$ cat src/rtl/mc_control_unit.sv
// CGRA run sequencer: optional context load, N kernel iterations under a watchdog, then interrupt.
// Decisions take effect one cycle after the inputs; no backpressure, pulses are single-cycle.
module mc_control_unit #(
    parameter int NUM_CTX = 4,
    parameter int ITER_W  = 16,
    parameter int TO_W    = 24,
    localparam int CTX_W  = (NUM_CTX > 1) ? $clog2(NUM_CTX) : 1
) (
    input  logic               clk_i,
    input  logic               rst_ni,
    input  logic               clr_i,
    input  logic               start_i,
    input  logic [CTX_W-1:0]   ctx_sel_i,
    input  logic [ITER_W-1:0]  iters_i,
    input  logic [TO_W-1:0]    timeout_i,
    input  logic               abort_i,
    input  logic               conf_done_i,
    input  logic               inval_i,
    input  logic [CTX_W-1:0]   inval_ctx_i,
    input  logic               mn_done_i,
    output logic               conf_req_o,
    output logic [CTX_W-1:0]   conf_ctx_o,
    output logic               exec_o,
    output logic               clr_mn_o,
    output logic               clr_cgra_o,
    output logic               intr_o,
    output logic               err_o,
    output logic [NUM_CTX-1:0] ctx_valid_o,
    output logic [ITER_W-1:0]  iter_left_o,
    output logic [2:0]         state_o
);

    typedef enum logic [2:0] {
        IDLE = 3'd0,
        CONF = 3'd1,
        EXEC = 3'd2,
        NEXT = 3'd3,
        DONE = 3'd4,
        ERR  = 3'd5
    } state_t;

    localparam logic [CTX_W:0] NUM_CTX_L = (CTX_W + 1)'(NUM_CTX);

    state_t              state;
    logic [CTX_W-1:0]    ctx_q;
    logic [ITER_W-1:0]   iter_left;
    logic [TO_W-1:0]     to_q;
    logic [TO_W-1:0]     wdog;
    logic [NUM_CTX-1:0]  ctx_valid;
    logic                err_q;

    logic                conf_take;
    logic [CTX_W-1:0]    sel_c;
    logic [NUM_CTX-1:0]  valid_nxt;

    assign conf_take = (state == CONF) && conf_done_i && !abort_i;
    assign sel_c     = ({1'b0, ctx_sel_i} < NUM_CTX_L) ? ctx_sel_i : '0;

    // Invalidation is applied after the load so it wins on the same context.
    always_comb begin
        valid_nxt = ctx_valid;
        if (conf_take)
            valid_nxt[ctx_q] = 1'b1;
        if (inval_i && ({1'b0, inval_ctx_i} < NUM_CTX_L))
            valid_nxt[inval_ctx_i] = 1'b0;
    end

    always_ff @(posedge clk_i or negedge rst_ni) begin
        if (!rst_ni) begin
            state     <= IDLE;
            ctx_q     <= '0;
            iter_left <= '0;
            to_q      <= '0;
            wdog      <= '0;
            ctx_valid <= '0;
            err_q     <= 1'b0;
        end else if (clr_i) begin
            state     <= IDLE;
            ctx_q     <= '0;
            iter_left <= '0;
            to_q      <= '0;
            wdog      <= '0;
            ctx_valid <= '0;
            err_q     <= 1'b0;
        end else begin
            ctx_valid <= valid_nxt;
            wdog      <= '0;
            case (state)
                IDLE: begin
                    if (start_i) begin
                        ctx_q     <= sel_c;
                        iter_left <= (iters_i == '0) ? ITER_W'(1) : iters_i;
                        to_q      <= timeout_i;
                        err_q     <= 1'b0;
                        state     <= ctx_valid[sel_c] ? EXEC : CONF;
                    end
                end
                CONF: begin
                    if (abort_i) begin
                        state     <= ERR;
                        err_q     <= 1'b1;
                        iter_left <= '0;
                    end else if (conf_done_i) begin
                        state <= EXEC;
                    end
                end
                EXEC: begin
                    if (abort_i) begin
                        state     <= ERR;
                        err_q     <= 1'b1;
                        iter_left <= '0;
                    end else if (mn_done_i) begin
                        if (iter_left > ITER_W'(1)) begin
                            state <= NEXT;
                        end else begin
                            state     <= DONE;
                            iter_left <= '0;
                        end
                    end else if (to_q != '0 && wdog == to_q - TO_W'(1)) begin
                        state     <= ERR;
                        err_q     <= 1'b1;
                        iter_left <= '0;
                    end else begin
                        wdog <= wdog + TO_W'(1);
                    end
                end
                NEXT: begin
                    if (abort_i) begin
                        state     <= ERR;
                        err_q     <= 1'b1;
                        iter_left <= '0;
                    end else begin
                        iter_left <= iter_left - ITER_W'(1);
                        state     <= EXEC;
                    end
                end
                DONE:    state <= IDLE;
                ERR:     state <= IDLE;
                default: state <= IDLE;
            endcase
        end
    end

    assign conf_req_o  = (state == CONF);
    assign conf_ctx_o  = (state == CONF) ? ctx_q : '0;
    assign exec_o      = (state == EXEC);
    assign clr_mn_o    = (state == NEXT) || (state == DONE) || (state == ERR);
    assign clr_cgra_o  = (state == DONE) || (state == ERR) || (conf_take && !clr_i);
    assign intr_o      = (state == DONE) || (state == ERR);
    assign err_o       = err_q;
    assign ctx_valid_o = ctx_valid;
    assign iter_left_o = (state == CONF || state == EXEC || state == NEXT) ? iter_left : '0;
    assign state_o     = state;

endmodule

$ cat config.mk
export PLATFORM = sky130hd
export DESIGN_NAME = mc_control_unit
export DESIGN_NICKNAME = d
export VERILOG_FILES = /design/src/rtl/mc_control_unit.sv
export SDC_FILE = /design/constraint.sdc
export NUM_CORES = 1
export LEC_CHECK = 0
export ABC_AREA = 1
export CAP_MARGIN = 0
export CELL_PAD_IN_SITES_DETAIL_PLACEMENT = 1
export CELL_PAD_IN_SITES_GLOBAL_PLACEMENT = 2
export CORE_ASPECT_RATIO = 0.6
export CORE_MARGIN = 10
export CORE_UTILIZATION = 27
export CTS_BUF_LIST = sky130_fd_sc_hd__clkbuf_4 sky130_fd_sc_hd__clkbuf_8 sky130_fd_sc_hd__clkbuf_16
export DETAILED_ROUTE_END_ITERATION = 6
export PLACE_DENSITY_LB_ADDON = 0.1
export SKIP_LAST_GASP = 1
export SLEW_MARGIN = 20
export SYNTH_ARGS = -nofsm -noshare
export SYNTH_HDL_FRONTEND = slang
export SYNTH_SLANG_ARGS = --single-unit
$ cat constraint.sdc
create_clock -name clk_i -period 2.2 [get_ports clk_i]
set_clock_uncertainty 0.2 [all_clocks]
set_input_delay 0.66 -clock clk_i [delete_from_list [all_inputs] [get_ports clk_i]]
set_output_delay 0.66 -clock clk_i [all_outputs]
set_load 0.02 [all_outputs]
* Word-level counts from Yosys, hierarchy flattened
Index checks and enable logic that the tools add are counted.
** Storage, ports and cells
- Register bits :: 74
- Input port bits :: 52
- Output and inout port bits :: 31
- Word-level logic and storage cells :: 109
** Cells by class
- Add/sub/neg operators :: 3
- Magnitude comparators :: 6
- Eq/ne operators :: 14
- Muxes and demuxes :: 50
- Bitwise logic cells :: 3
- Reduce and logical (&&, ||, !) cells :: 26
** Operator list (number)
- $mux W24 :: 8
- $mux W16 :: 10
- $pmux W16 S4 :: 1
- $mux W3 :: 9
- $add A24 B1 Y24 const B :: 1
- $eq A24 B24 Y1 :: 1
- $reduce_bool A24 Y1 :: 1
- $sub A24 B1 Y24 const B :: 1
- $gt A16 B1 Y1 const B :: 1
- $logic_not A16 Y1 :: 1
- $sub A16 B1 Y16 const B :: 1
- $mux W4 :: 3
- $pmux W3 S4 :: 1
- $mux W2 :: 5
- $reduce_and A5 Y1 :: 2
- $lt A2 B3 Y1 const B :: 3
- $mux W1 :: 9
- $ne A4 B4 Y1 const B :: 2
- $eq A3 B2 Y1 const B :: 2
- $eq A3 B3 Y1 const B :: 2
- $logic_and A1 B1 Y1 :: 6
- $logic_or A1 B1 Y1 :: 6
- $ne A3 B3 Y1 const B :: 2
- $ne A5 B4 Y1 const B :: 1
- 19 further kinds :: 23

* Depth between registers and ports, before layout
Gate-level depths: netlist of run 1.
- Depth in word-level cells :: 9
- Depth in mapped cells :: 18
- Gate-level depth less buffers :: 17

* Least setup slack after synthesis of run 1
Ideal clock, no wire load.
- Path kind :: reg-to-output
- From :: reg state[2], in the netlist state_o[2]
- To :: out clr_cgra_o
- Data arrival time :: 1793 ps
- Data required time :: 1340 ps
- Path slack :: -453 ps
- Cell stages (with the launch flop) :: 8
- Path buffers :: 0
- Path through :: dfrtp_1 -> inv_1 -> nand2_1 -> nor2_1 -> inv_1 -> nor3_1 -> nand2_1 -> o21ai_0
** On the way
- Longest elaborated chain between the ends :: 5
- Elaborated cells between the ends (all ways) :: 8
- Classes of those cells :: eq/ne (3); reduce/logical (5)
** Ends and longest elaborated chain
- from (decl) :: line 44 : state_t state;
- from (signal assigned) :: line 95 : state <= ctx_valid[sel_c] ? EXEC : CONF;
- $eq A3 B1 Y1
- net conf_req_o :: line 21 : output logic conf_req_o,
- $logic_and A1 B1 Y1 (2 in series) :: line 56 : assign conf_take = (state == CONF) && conf_done_i && !abort_i;
- $logic_and A1 B1 Y1 :: line 148 : assign clr_cgra_o = (state == DONE) || (state == ERR) || (conf_take && !clr_i);
- $logic_or A1 B1 Y1 :: line 148
- to (decl) :: line 25 : output logic clr_cgra_o,
The timed path passes the listed nets, and every way through them passes these cells.

* Worst setup path after layout of run 1
- From :: reg to_q[1]
- To :: reg state[0], in the netlist state_o[0]
** On the way
- Longest elaborated chain between the ends :: 5
- Elaborated cells between the ends (all ways) :: 6
- Classes of those cells :: add/sub (1); eq/ne (2); reduce/logical (3)
** Ends and longest elaborated chain
- from (decl) :: line 47 : logic [TO_W-1:0] to_q;
- from (signal assigned) :: line 93 : to_q <= timeout_i;
- $sub A24 B1 Y24 :: line 119 : end else if (to_q != '0 && wdog == to_q - TO_W'(1)) begin
- $eq A24 B24 Y1 :: line 119
- $logic_and A1 B1 Y1 (*) :: line 119
- $ne A5 B4 Y1 (no line) (*)
- $reduce_and A3 Y1 (no line) (*)
Mark *: on every way between the ends. The rest lies on a longest branch, timed or not.
A chain may end at the register's enable or synchronous reset.

==> results of run 1 <==
==> sequential cells by signal, indices dropped and copies added, names as in the netlist <==
register     flops
ctx_q            2
ctx_valid_o      4
err_o            1
iter_left       16
state_o          3
to_q            24
wdog            24
==> metal layers <==
layer / global-route usage / vias to the layer above / wire length (um)
met4: 0.0342 / 0 / 208
met5: 0 / - / 0
met1: 0.251 / 2945 / 11700
li1: - / 2928 / -
met3: 0.0296 / 15 / 859
met2: 0.260 / 101 / 9400
==> cells by family (layout without fill, tap and decap cells) <==
kind of cell | count (synthesis) | count (layout) | synth area share
xor+xnor | 44 | 44 | 0.0807
buf+inv | 126 | 380 | 0.0961
fa+ha+maj | 4 | 4 | 0.00973
flops | 74 | 74 | 0.360
simple gates | 413 | 414 | 0.352
compound gates | 93 | 93 | 0.102
==> cell usage in the layout, fill, tap and decap left out, types with 7 or more instances in the layout <==
cell type and count:
buf_4 152, nand3_1 71, nor2_1 86, inv_2 12, nor3_1 13, buf_6 36, clkbuf_16 12, nand2_2 7
nor2_4 28, xor2_1 25, inv_1 92, nand4_1 12, a21oi_1 9, nor2_2 20, xnor2_1 17, o21ai_0 58
clkdlybuf4s50_1 48, nand2_1 142, nand3b_1 7, dfrtp_1 71
==> power breakdown <==
part,internal (mW),switching (mW)
registers,1.56,0.201
logic,1.76,2.14
clock network,1.03,0.637
total,4.35,2.98
==> stage by stage <==
stage / power (mW) / instances / setup slack [ns] / area, um^2
2_1_floorplan: 3.44 / 754 / -0.0592 / 5270
3_3_place_gp: 4.95 / 1209 / -0.790 / 7500
3_5_place_dp: 5.04 / 1209 / -0.819 / 7500
4_1_cts: 7.08 / 1239 / -0.337 / 8210
5_1_grt: 7.80 / 1249 / -0.507 / 8500
6_report: 7.33 / 1249 / -0.361 / 8500
==> cell type report <==
| class | instances | area share |
|---|---|---|
| Multi-Input combinational cell | 555 | 0.379 |
| Timing Repair Buffer | 259 | 0.281 |
| Sequential cell | 74 | 0.218 |
| Inverter | 105 | 0.0470 |
| Tap cell | 240 | 0.0353 |
| Clock buffer | 10 | 0.0281 |
| Clock inverter | 6 | 0.0103 |
==> worst max path at each step <==
| stage | to | cells after the start | start | slack, ns |
|---|---|---|---|---|
| floorplan | clr_cgra_o | 7 | state_o[2] | -0.06 |
| global placement | clr_cgra_o | 6 | conf_done_i | -0.79 |
| detailed placement | clr_cgra_o | 6 | conf_done_i | -0.82 |
| CTS | wdog[0] | 15 | to_q[1] | -0.34 |
| global route | state_o[0] | 16 | to_q[0] | -0.51 |
| finish | state_o[0] | 16 | to_q[1] | -0.36 |
==> timing repair <==
item	CTS	global route
resized for setup	199	59
endpoints found under the setup margin	75	92
buffers inserted	12	12
pin swaps	11	18
gates cloned	3	3
endpoints found under the hold margin	0	0
==> worst max-delay path, cell delays in order (launching register included) <==
cell and delay [ns]:
dfrtp_1 0.38, inv_2 0.12, ha_4 0.18, nand2_4 0.08, nor2_4 0.21, buf_6 0.13
nand3b_1 0.06, nand2_1 0.08, nand2_1 0.06, nor2_1 0.10, nand2_1 0.07, nor2_2 0.16
nand3_4 0.13, nand2_8 0.16, buf_12 0.17, nand3_1 0.09, nand2_1 0.09
==> cells in the mapped netlist (2+ instances only) <==
cell type / number
nor3_1: 17
o21ai_1: 3
xnor2_1: 17
xor3_1: 2
dfrtp_1: 74
inv_2: 7
xor2_1: 25
nand2_2: 4
nor2_1: 128
nand3_2: 2
clkinv_1: 2
ha_1: 4
a311oi_1: 6
a31oi_1: 5
nor4_1: 6
a21oi_1: 9
clkbuf_1: 13
o21bai_1: 2
nand2_1: 151
o21ai_0: 60
nand3_1: 73
nand3b_1: 7
buf_4: 2
nand4_1: 12
nor2_2: 4
o22ai_1: 2
nor2_4: 2
buf_2: 4
inv_1: 96
==> impl_metrics.py, run 1 <==
metrics = {
    "clock_tree": {
        "path_clk_slew_ns": 0.07,
        "clock_sinks": 74,
        "htree_levels": 3,
        "cts_hold_buf": 0,
        "numCtsBuffers": 9,
        "clockRootBuffer": "clkbuf_16",
        "ctsLongestPathBuffers": 2,
        "clk_latency_ns": 0.34,
        "cts_tree": "yes",
    },
    "final_layout": {
        "fin_util": 0.462,
        "ff_latch_area_mm2": 0.00186,
        "area_delta_synth_final_pct": 65.1,
        "diodes": 0,
        "fin_nets": 1060,
        "drive_above_1_share": 0.309,
        "multi_input_area_mm2": 0.00322,
        "fill_cells": 2267,
    },
    "die": {
        "start_util": 0.280,
        "core_mm2": 0.0184,
        "ios": 83,
        "die-height_um": 127,
        "num_rows": 38,
        "die_x_um": 198,
        "die_area_mm2": 0.0252,
    },
    "detailed_routing": {
        "via_per_inst": 4.80,
        "drt-initial-drc-count": 309,
        "firstDrtPassIters": 4,
        "post_drt_wl_per_cell_um": 17.7,
        "drc": 0,
        "num_vias": 5989,
        "wl_um": 22100,
        "ant_nets": 0,
    },
    "placement": {
        "hpwlAfterDp_um": 16800,
        "io_buffer_count": 82,
        "globalplace.congestion": 0.853,
    },
    "yosys": {
        "synth_nets": 810,
        "postSynthCellCount": 754,
        "synth-async-reset-ratio": 1.00,
        "synth_top_cell_by_area": "dfrtp_1",
        "synth.distinct_cells": 44,
        "synth-edff-count": 0,
        "synth_seq_area_share": 0.360,
        "syn_avg_cell_area_um2": 6.82,
        "synth_flop_cell": "dfrtp_1",
        "yosysTopAreaCellShare": 0.360,
        "netlist_area_mm2": 0.00514,
        "synth-seq-cells": 74,
        "synth.area.top_cells": "dfrtp_1, nand2_1, nor2_1",
        "yosys_warnings": 0,
    },
    "worst_setup_path": {
        "startpoint_type": "flip-flop",
        "crit_arrival_ns": 2.63,
        "end_kind": "flip-flop",
        "r2r-end": "state_o[0]",
        "r2r_start": "to_q[1]",
        "rr_worst_depth": 16,
        "crit_fanout": 14,
        "crit_type": "flip-flop to flip-flop",
        "reg2reg_slack_ns": -0.36,
        "critPathRequiredTime_ns": 2.27,
    },
    "timing": {
        "rsz0062_at_grt": "true",
        "clock.fmax_mhz": 391,
        "setup_viol": 67,
        "timing.hold.ws_ns": 0.0484,
        "finalCritPeriodShare": 1.16,
        "worst_pin_slew_ns": 0.446,
        "maxSlewHeadroom": 0.702,
        "worst_slack_ns": -0.361,
        "hold_viol": 0,
        "slew_viol_final": 0,
        "setup-tns-final_ns": -17.14,
        "min_period_ns": 2.56,
    },
    "status": {
        "outcome": "finished, violations left",
        "violations": "setup timing",
    },
    "worst_hold_path": {
        "hp-class": "input port to asynchronous set/reset pin",
    },
    "global_route": {
        "antenna_found_initial": 0,
        "grt_max_degree": 34,
        "grt-ovfl-total": 0,
        "track_usage": 0.173,
        "grt_pass1_wl_um": 34800,
        "grt_pass1_vias": 6426,
    },
    "pwr": {
        "vdd_ir_drop_max_mv": 0.340,
        "cellPowerDensity_mw_per_mm2": 862,
        "p_leak_nw": 4.07,
    },
    "flow_run": {
        "max_cap_violations": 0,
    },
}
Note: power is estimated with default switching activity, not from simulation.
==> run 2: changes to the inputs <==
--- a/config.mk
+++ b/config.mk
@@ -9,7 +9,7 @@
 export CAP_MARGIN = 0
 export CELL_PAD_IN_SITES_DETAIL_PLACEMENT = 1
 export CELL_PAD_IN_SITES_GLOBAL_PLACEMENT = 2
-export CORE_ASPECT_RATIO = 0.6
+export CORE_ASPECT_RATIO = 2
 export CORE_MARGIN = 10
 export CORE_UTILIZATION = 27
 export CTS_BUF_LIST = sky130_fd_sc_hd__clkbuf_4 sky130_fd_sc_hd__clkbuf_8 sky130_fd_sc_hd__clkbuf_16
==> impl_metrics.py, run 2 (same netlist as run 1, synthesis figures left out) <==
metrics = {
    "worst_setup_path": {
        "crit_fanout": 8,
        "critPathBufInv": 2,
        "end_kind": "flip-flop",
        "max_stage_delay_ns": 0.45,
        "crit_top_cell": "nand2_1",
        "cpLargestDelayFamily": "simple AND/OR/NAND/NOR gates",
        "crit_type": "flip-flop to flip-flop",
        "cp_slowest_cell": "dfrtp_2",
        "crit_chain": "nor2_2 > nand2_2 > nor2_4 > nand2_2 > inv_2 > nand2_1 > nand2_1 > nand2_1 > nand2_1 > nand2_1 > nor2_2 > nand3_4 > nand2_8 > buf_12 > nand2_8 > nand2_2 > nand2_1",
        "startpoint_type": "flip-flop",
        "crit_arrival_ns": 2.60,
        "critPathRequiredTime_ns": 2.23,
    },
    "pwr": {
        "vdd_ir_drop_max_mv": 0.507,
        "p_leak_nw": 3.98,
        "cellPowerDensity_mw_per_mm2": 849,
    },
    "detailed_routing": {
        "drt-initial-drc-count": 168,
        "firstDrtPassIters": 4,
        "wl_um": 21800,
        "post_drt_wl_per_cell_um": 17.3,
        "num_vias": 5967,
        "via_per_inst": 4.72,
        "drc": 0,
        "ant_nets": 0,
    },
    "die": {
        "ios": 83,
        "die_x_um": 118,
        "core_mm2": 0.0187,
        "num_rows": 71,
        "die_area_mm2": 0.0253,
        "die-height_um": 215,
        "start_util": 0.274,
    },
    "global_route": {
        "gr-usage-met2": 0.362,
        "grt_pass1_wl_um": 35300,
        "grt_util_met3": 0.0263,
        "busiest_layer": "met2",
        "grt_max_degree": 51,
        "track_usage": 0.174,
        "grt_pass1_vias": 6988,
        "use_met1": 0.155,
        "antenna_found_initial": 0,
        "grt-ovfl-total": 0,
    },
    "final_layout": {
        "diodes": 0,
        "drive_above_1_share": 0.302,
        "fin_nets": 1060,
        "final_common_cell": "buf_4",
        "top_regs": "to_q: 24 flops, wdog: 24 flops, iter_left: 16 flops",
        "area_delta_synth_final_pct": 63.4,
        "final_cell_mix": "buf_4, nand2_1, nor2_1",
        "fin_area_mm2": 0.00841,
    },
    "clock_tree": {
        "numCtsBuffers": 9,
        "path_clk_slew_ns": 0.06,
        "clockRootBuffer": "clkbuf_16",
        "cts_hold_buf": 0,
        "clock_sinks": 74,
        "clk_latency_ns": 0.34,
        "cts_tree": "yes",
        "ctsLongestPathBuffers": 2,
        "htree_levels": 3,
    },
    "timing": {
        "maxSlewHeadroom": 0.631,
        "hold_viol": 0,
        "finalCritPeriodShare": 1.17,
        "setup_viol": 65,
        "min_period_ns": 2.57,
        "rsz0062_at_grt": "true",
        "worst_slack_ns": -0.373,
        "clock.fmax_mhz": 389,
        "worst_pin_slew_ns": 0.551,
        "slew_viol_final": 0,
    },
    "flow_run": {
        "max_cap_violations": 0,
    },
    "placement": {
        "io_buffer_count": 82,
        "hpwlAfterDp_um": 17200,
        "postPlaceCellArea_mm2": 0.00753,
        "dp_slack_ns": -0.852,
        "globalplace.congestion": 0.843,
    },
    "status": {
        "violations": "setup timing",
        "outcome": "finished, violations left",
    },
    "worst_hold_path": {
        "hp-class": "input port to asynchronous set/reset pin",
    },
}
[run 2: final cells by class]
class | count | area, um^2
clock buffer | 14 | 275
clock inverter | 2 | 35.0
fill | 2330 | 10300
inverter | 105 | 399
multi-input combinational | 555 | 3200
sequential | 74 | 1860
tap | 255 | 319
timing repair buffer | 259 | 2320
[run 2: what timing repair did]
item / 4_1_cts / 5_1_grt
setup buffers: 16 / 12
resized for setup: 182 / 52
gates cloned: 3 / 0
endpoints found under the setup margin: 75 / 68
endpoints found under the hold margin: 0 / 0
pin swaps: 13 / 20
[run 2: per-layer routing]
metal,part of all wire,up-vias,routed length (um)
met5,0,-,0
met4,0.035,0,765
met3,0.025,46,549
met2,0.60,99,13100
met1,0.34,2900,7440
li1,-,2922,-
[run 2: path summary, 6_finish.rpt]
kind,start,endpoint,slack (ns),cells after the start
worst max-delay path,to_q[5],iter_left[3],-0.37,17
worst min-delay path,rst_ni,iter_left[2],0.08,1
worst max register to register,to_q[5],iter_left[3],-0.37,17
worst min register to register,err_o,err_o,0.27,2
max in group asynchronous,rst_ni,err_o,1.19,2
min in group clk_i,err_o,err_o,0.27,2
[run 2: per-stage QoR]
stage	util	hold WS, ns	cells	power [mW]	TNS [ns]
after floorplan	-	0.164	754	3.44	-0.0592
after detailed placement	0.402	0.266	1224	5.08	-28.51
after global routing	0.448	0.0854	1264	7.66	-26.11
after CTS	0.438	0.0742	1258	7.09	-20.10
final	0.448	0.0757	1264	7.14	-16.77
after global placement	0.402	0.262	1224	4.98	-25.67
[run 2: report_power, final]
group	internal, mW	switching, mW	total (mW)
clock	0.979	0.611	1.59
sequential	1.56	0.188	1.75
combinational	1.70	2.10	3.80
total	4.24	2.90	7.14
